<file path="src/rtl/mem_stage.sv">
// MEM stage of the five-stage MIPS pipeline: wait-stated local data memory, freeze generation and MEM/WB register.
// Optional MEM_ALIGN_CHECK_EN: misaligned requests complete at once with no write and raise misalign.
module mem_stage #(
    parameter int WORD_LEN     = 32,
    parameter int DEPTH        = 64,
    parameter int WAIT_STATES  = 2,
    parameter int REG_ADDR_LEN = 5
) (
    input  logic                    clk,
    input  logic                    rst,
    input  logic                    MEM_R_EN,
    input  logic                    MEM_W_EN,
    input  logic                    WB_EN_in,
    input  logic [REG_ADDR_LEN-1:0] dest_in,
    input  logic [WORD_LEN-1:0]     ALU_res,
    input  logic [WORD_LEN-1:0]     ST_value,
    output logic                    freeze,
    output logic                    WB_EN_out,
    output logic                    MEM_R_EN_out,
    output logic [REG_ADDR_LEN-1:0] dest_out,
    output logic [WORD_LEN-1:0]     ALU_res_out,
    output logic [WORD_LEN-1:0]     data_out,
    output logic                    misalign
);
    localparam int AW = $clog2(DEPTH);
    localparam int CW = (WAIT_STATES > 0) ? $clog2(WAIT_STATES + 1) : 1;
    localparam logic [CW-1:0] CNT_MAX = CW'(WAIT_STATES);

    // Handshake: there is no valid/ready pair here. A request (load or store) is
    // presented by upstream and must stay stable while freeze is high; the access
    // commits on the first rising edge at which the request is present with freeze low.

    logic [CW-1:0]       cnt_q, cnt_d;
    logic                req, misal, eff_req, store, mem_we;
    logic [AW-1:0]       idx;
    logic [WORD_LEN-1:0] rdata;
    logic [WORD_LEN-1:0] mem [DEPTH];

    logic                    wb_q, wb_d, rd_q, rd_d, mis_q, mis_d;
    logic [REG_ADDR_LEN-1:0] dest_q, dest_d;
    logic [WORD_LEN-1:0]     alu_q, alu_d, data_q, data_d;

    logic unused_bits;
    assign unused_bits = ^{ALU_res[WORD_LEN-1:AW+2], ALU_res[1:0]};

    assign req   = MEM_R_EN | MEM_W_EN;
    assign store = MEM_W_EN;
    assign idx   = ALU_res[AW+1:2];
    assign rdata = mem[idx];

`ifdef MEM_ALIGN_CHECK_EN
    assign misal = req & (ALU_res[1:0] != 2'b00);
`else
    assign misal = 1'b0;
`endif

    assign eff_req = req & ~misal;

    // FSM state register: cnt_q == 0 is IDLE, anything else is BUSY.
    always_ff @(posedge clk or negedge rst) begin
        if (!rst) begin
            cnt_q <= '0;
        end else begin
            cnt_q <= cnt_d;
        end
    end

    always_comb begin
        cnt_d = '0;
        if (freeze) begin
            cnt_d = cnt_q + 1'b1;
        end
    end

    // Gating the write with rst keeps a held store from landing while reset is asserted.
    always_comb begin
        freeze = eff_req & (cnt_q != CNT_MAX);
        mem_we = eff_req & store & ~freeze & rst;
    end

    always_ff @(posedge clk) begin
        if (mem_we) begin
            mem[idx] <= ST_value;
        end
    end

    // A stall inserts a bubble: control bits drop, payload holds.
    always_comb begin
        wb_d   = wb_q;
        rd_d   = rd_q;
        mis_d  = mis_q;
        dest_d = dest_q;
        alu_d  = alu_q;
        data_d = data_q;
        if (freeze) begin
            wb_d  = 1'b0;
            rd_d  = 1'b0;
            mis_d = 1'b0;
        end else begin
            wb_d   = WB_EN_in & ~misal;
            rd_d   = MEM_R_EN & ~MEM_W_EN & ~misal;
            mis_d  = misal;
            dest_d = dest_in;
            alu_d  = ALU_res;
            data_d = misal ? '0 : rdata;
        end
    end

    always_ff @(posedge clk or negedge rst) begin
        if (!rst) begin
            wb_q   <= 1'b0;
            rd_q   <= 1'b0;
            mis_q  <= 1'b0;
            dest_q <= '0;
            alu_q  <= '0;
            data_q <= '0;
        end else begin
            wb_q   <= wb_d;
            rd_q   <= rd_d;
            mis_q  <= mis_d;
            dest_q <= dest_d;
            alu_q  <= alu_d;
            data_q <= data_d;
        end
    end

    assign WB_EN_out    = wb_q;
    assign MEM_R_EN_out = rd_q;
    assign dest_out     = dest_q;
    assign ALU_res_out  = alu_q;
    assign data_out     = data_q;
    assign misalign     = mis_q;

endmodule

</file>
<file path="config.mk">
export PLATFORM = sky130hd
export DESIGN_NAME = mem_stage
export DESIGN_NICKNAME = d
export VERILOG_FILES = /design/src/rtl/mem_stage.sv
export SDC_FILE = /design/constraint.sdc
export NUM_CORES = 2
export LEC_CHECK = 0
export BUFFER_PORTS_ARGS = -buffer_cell sky130_fd_sc_hd__buf_2
export CORE_MARGIN = 8
export CORE_UTILIZATION = 36
export DETAILED_ROUTE_END_ITERATION = 8
export PLACE_DENSITY_LB_ADDON = 0.1
export SLEW_MARGIN = 0
export SYNTH_ARGS = -nofsm -noshare
export SYNTH_HDL_FRONTEND = slang
export SYNTH_SLANG_ARGS = --single-unit
</file>
<file path="constraint.sdc">
create_clock -name clk -period 5 [get_ports clk]
set_input_delay 0.5 -clock clk [delete_from_list [all_inputs] [get_ports clk]]
set_output_delay 0.5 -clock clk [all_outputs]
set_load 0.01 [all_outputs]
</file>
==> run summary <==
The first TritonRoute pass finished after 6 iterations. In this run, the combinational gates consume 7.9% of the power. The number of global-route vias before repair was 45573. The full die area was 240000 sq um. The period utilization is 66.9%. The endpoint identified for the worst register-to-register timing path is mem[34][0]. The type of the worst min-delay path was input pin to flip-flop. The number of hold violations in the final report was 0. The run gives 7881 as the final instance count without filler cells. Summing over every cut layer, the via total after detailed routing is 46262.

Setup repair after global routing left no endpoint under its margin. Summed over all cells, the static leakage comes to 30.8 nW. The max-slew violation count was 0. Max-cap violations in this run came to 0. The worst hold path begins at ALU_res[6].

The global placement routability congestion was 0.821. The core region is 224000 sq um. The most used flip-flop cell after synthesis is edfxtp_1. Counting every sink on the clock net gives 2121.

The normalized max-slew margin is 3.09%, and the detailed-route vias per instance is 5.87. The largest net degree at the start of global routing came out at 77. Across the whole layout, storage elements account for 63300 sq um.

Based on the critical path, the design can be clocked at up to 299 MHz. The number of antenna violations at the first check in global routing is 24, and the post-route minimum period is 3.35 ns. A synthesized cell averages 18.9 sq um.

The count of cell types in the netlist is 64, and the overall power is 39.3 mW. Counting flops and latches in the post-synthesis netlist gives 2121. The first global-routing pass estimated 412000 um of wire. The internal power consumption was 29.8 mW. The switching fraction of total power is 24.0%, and the peak supply drop is 0.000355 V. For hold timing, the worst endpoint is ALU_res_out[6]. Per report_power, the sequential group accounts for 51.2% of the total. The clock network is responsible for 40.9% of the overall power.

The flow ran to the end, and the final reports show no timing, DRC or antenna violations. The tools report the number of warnings printed during yosys synthesis as 0. For this design the ratio of total power to cell area is 416 nW/um^2. At the worst endpoint, the required time is 5.53 ns. CTS root buffer: clkbuf_16. At the later pin of the worst-skew pair, clock insertion delay measures 0.89 ns. Relative to the synthesized area, the layout overhead comes to 16.6%.

The number of nets handed over by synthesis was 4370. Top-level I/O count: 147. The tools report the startpoint of the lowest-slack register-to-register path as cnt_q[0]. For the maximum level of the CTS H-tree, the log shows 4. The share of layout cells above drive strength 1 was 21.3%.

In the post-synthesis netlist, the biggest area contributors are edfxtp_1 (76%), mux4_2 (4.7%), mux2i_1 (4.5%), a221oi_1 (2.8%), dfrtp_1 (2.3%). The maximum net fanout on the critical path works out to 13. For the pin with the worst max-slew slack, the measured transition is 1.42 ns. The classification of the worst setup path is flip-flop to flip-flop. The count of port buffers added during placement works out to 145. The logs give 0 ns for the setup TNS after final layout and 1.65 ns for the minimum setup slack among reg-to-reg paths. The total net switching power is 9.43 mW.

The logs give 4770 for the final net count and 180000 um for the total half-perimeter wirelength after legalization and detailed placement. For the instance count of the mapped netlist, the log shows 4295. The worst register-to-register path has a depth of 7. The run gives 36.1% as the effective utilization at floorplan.

The number of placed instances, taps included, is 7426. The kind of end point of the critical path is a flip-flop. After synthesis, flip-flops and latches occupy 78.2% of the total area. After the first detailed-routing iteration, the DRC count stood at 5659. The DRC violations left is 0, and the die span in y is 490 um. TritonCTS built the clock tree. The total of endpoints with negative setup slack in the final report was 0; the row count was 174.

The number of cells on the worst hold path was 3; the filler cell count was 19872. Prior to clock tree synthesis, the placed netlist has a worst setup slack of 1.11 ns. Counting along the longest clock path gives a buffer depth of 3. The overall fraction of global-route tracks in use was 24.7%.

The number of clock buffers added by TritonCTS is 224. Across the routed clock network, the largest skew measured is 0.0443 ns. The multi-input combinational cells in the finished layout cover a total of 16600 sq um. Yosys mapped a number of flops with a built-in enable equal to 2048.

The run gives 307000 um as the overall routed net length. For the minimum setup slack in the final design, the log shows 1.65 ns. The largest total area in the synthesized netlist belongs to edfxtp_1. The routed length per placed instance came out at 39.0 um. In this run the remaining antenna-violating nets after routing total 0. The die is 490 um wide. The share of synthesized area in the top cell type comes to 75.9%. The tools report the data arrival time of the critical path as 3.88 ns.

The synthesized netlist occupies a cell area of 81000 sq um. Of all flip-flops after synthesis, the portion carrying an async set or reset was 3.44%. The total grt overflow came out at 0. Startpoint type of the worst setup path: a flip-flop. The clock slew at the register clock pins of the worst setup and hold paths was 0.06 ns.
worst max path at each step:
| stage | startpoint | end | slack [ns] | depth (start not counted) |
|---|---|---|---|---|
| global placement | ALU_res[4] | data_out[1] | 1.12 | 7 |
| finish | cnt_q[0] | mem[34][0] | 1.65 | 7 |
| CTS | cnt_q[0] | mem[34][19] | 1.70 | 7 |
| floorplan | ALU_res[4] | mem[10][0] | 1.34 | 8 |
| global route | cnt_q[0] | mem[34][14] | 1.59 | 7 |
| detailed placement | ALU_res[4] | data_out[1] | 1.11 | 7 |
layout make-up:
class / count / share of cell area (%)
flip-flops and latches: 2121 / 67.0
multi-input cells: 1879 / 17.6
diodes: 5 / 0.0132
clock buffers: 313 / 6.49
well taps: 2992 / 3.96
inverters: 5 / 0.0318
clock inverters: 102 / 0.911
repair buffers: 464 / 4.00
power by group through the flow:
stage / Clock (mW) / Sequential, mW / Combinational [mW]
floorplan: 0 / 20.4 / 1.29
global placement: 0 / 20.5 / 3.08
detailed placement: 0 / 20.5 / 3.09
CTS: 16.3 / 20.1 / 3.12
global route: 16.9 / 20.1 / 3.27
finish: 16.1 / 20.1 / 3.09
placed cells by master (no fill, tap or decap), types with 7 or more instances in the layout:
cell and instances:
a22o_1 15, o22a_1 17, buf_2 141, a21oi_1 57, clkinv_2 36, o21ai_1 9
nor2_1 141, nor3_1 10, mux2i_1 362, dlygate4sd3_1 35, and3_1 13, o22ai_1 71
bufinv_16 11, o21ai_0 117, buf_4 242, mux2_2 42, a221oi_1 262, clkbuf_16 227
clkbuf_1 73, dfrtp_1 73, nand4_1 16, mux4_2 170, buf_12 43, a31oi_1 21
a22oi_1 138, nand2_1 173, clkinv_1 44, clkbuf_8 13, o221ai_1 7, o32a_1 20
nand3_1 46, edfxtp_1 2048, a211oi_1 7, o2111ai_1 12, nor2_4 68
registers in the layout, summed over array words and instances (netlist names):
register	count
ALU_res_out	32
MEM_R_EN_out	1
WB_EN_out	1
cnt_q	2
data_out	32
dest_out	5
mem	2048
cells by family (layout without fill, tap and decap cells):
| logic type | count (synthesis) | count (layout) | synth area share, % |
|---|---|---|---|
| AO/OA/AOI/OAI | 797 | 797 | 7.33 |
| other | 1 | 6 | 0.00463 |
| flip-flops | 2121 | 2121 | 78.2 |
| buffers and inverters | 295 | 884 | 2.04 |
| multiplexers | 574 | 574 | 9.78 |
| AND/OR/NAND/NOR | 506 | 506 | 2.67 |
| adder cells (fa/ha/maj) | 1 | 1 | 0.0154 |
layer usage:
metal | track usage [%] | vias up | wire length [um]
met3 | 5.25 | 392 | 24900
li1 | - | 18579 | -
met5 | 0 | - | 0
met2 | 39.4 | 2218 | 143000
met1 | 34.3 | 25073 | 130000
met4 | 7.21 | 0 | 9480
timing repair:
action	CTS	global route
setup buffers	0	0
resized for setup	0	0
hold buffers	35	0
hold endpoints to repair	64	0
through the flow:
step                util (%)  area [sq um]  hold WS [ns]
floorplan                  -         81000         0.204
global placement        38.9         87200         0.428
detailed placement      38.9         87200         0.422
CTS                     42.1         94500         0.176
global route            42.1         94500         0.231
finish                  42.1         94500         0.259
synth_stat cells (20+ instances only):
| cell | count |
|---|---|
| buf_4 | 35 |
| nand3_1 | 47 |
| nand2_1 | 173 |
| mux2_2 | 42 |
| buf_6 | 35 |
| mux4_2 | 170 |
| o22ai_1 | 71 |
| edfxtp_1 | 2048 |
| mux2i_1 | 362 |
| clkbuf_1 | 88 |
| buf_1 | 20 |
| o21ai_0 | 118 |
| dfrtp_1 | 73 |
| a22oi_1 | 138 |
| a31oi_1 | 21 |
| nor2_1 | 208 |
| a221oi_1 | 262 |
| a21oi_1 | 57 |
| o32a_1 | 20 |
| buf_2 | 111 |
worst max-delay path, cell delays in order (launching register included):
cell     delay, ns
dfrtp_1       0.37
inv_1         0.06
ha_1          0.16
and3_1        0.56
and2_1        0.31
nand2_1       0.47
nor2_4        0.64
buf_4         0.39
(Power assumes the default switching activity.)
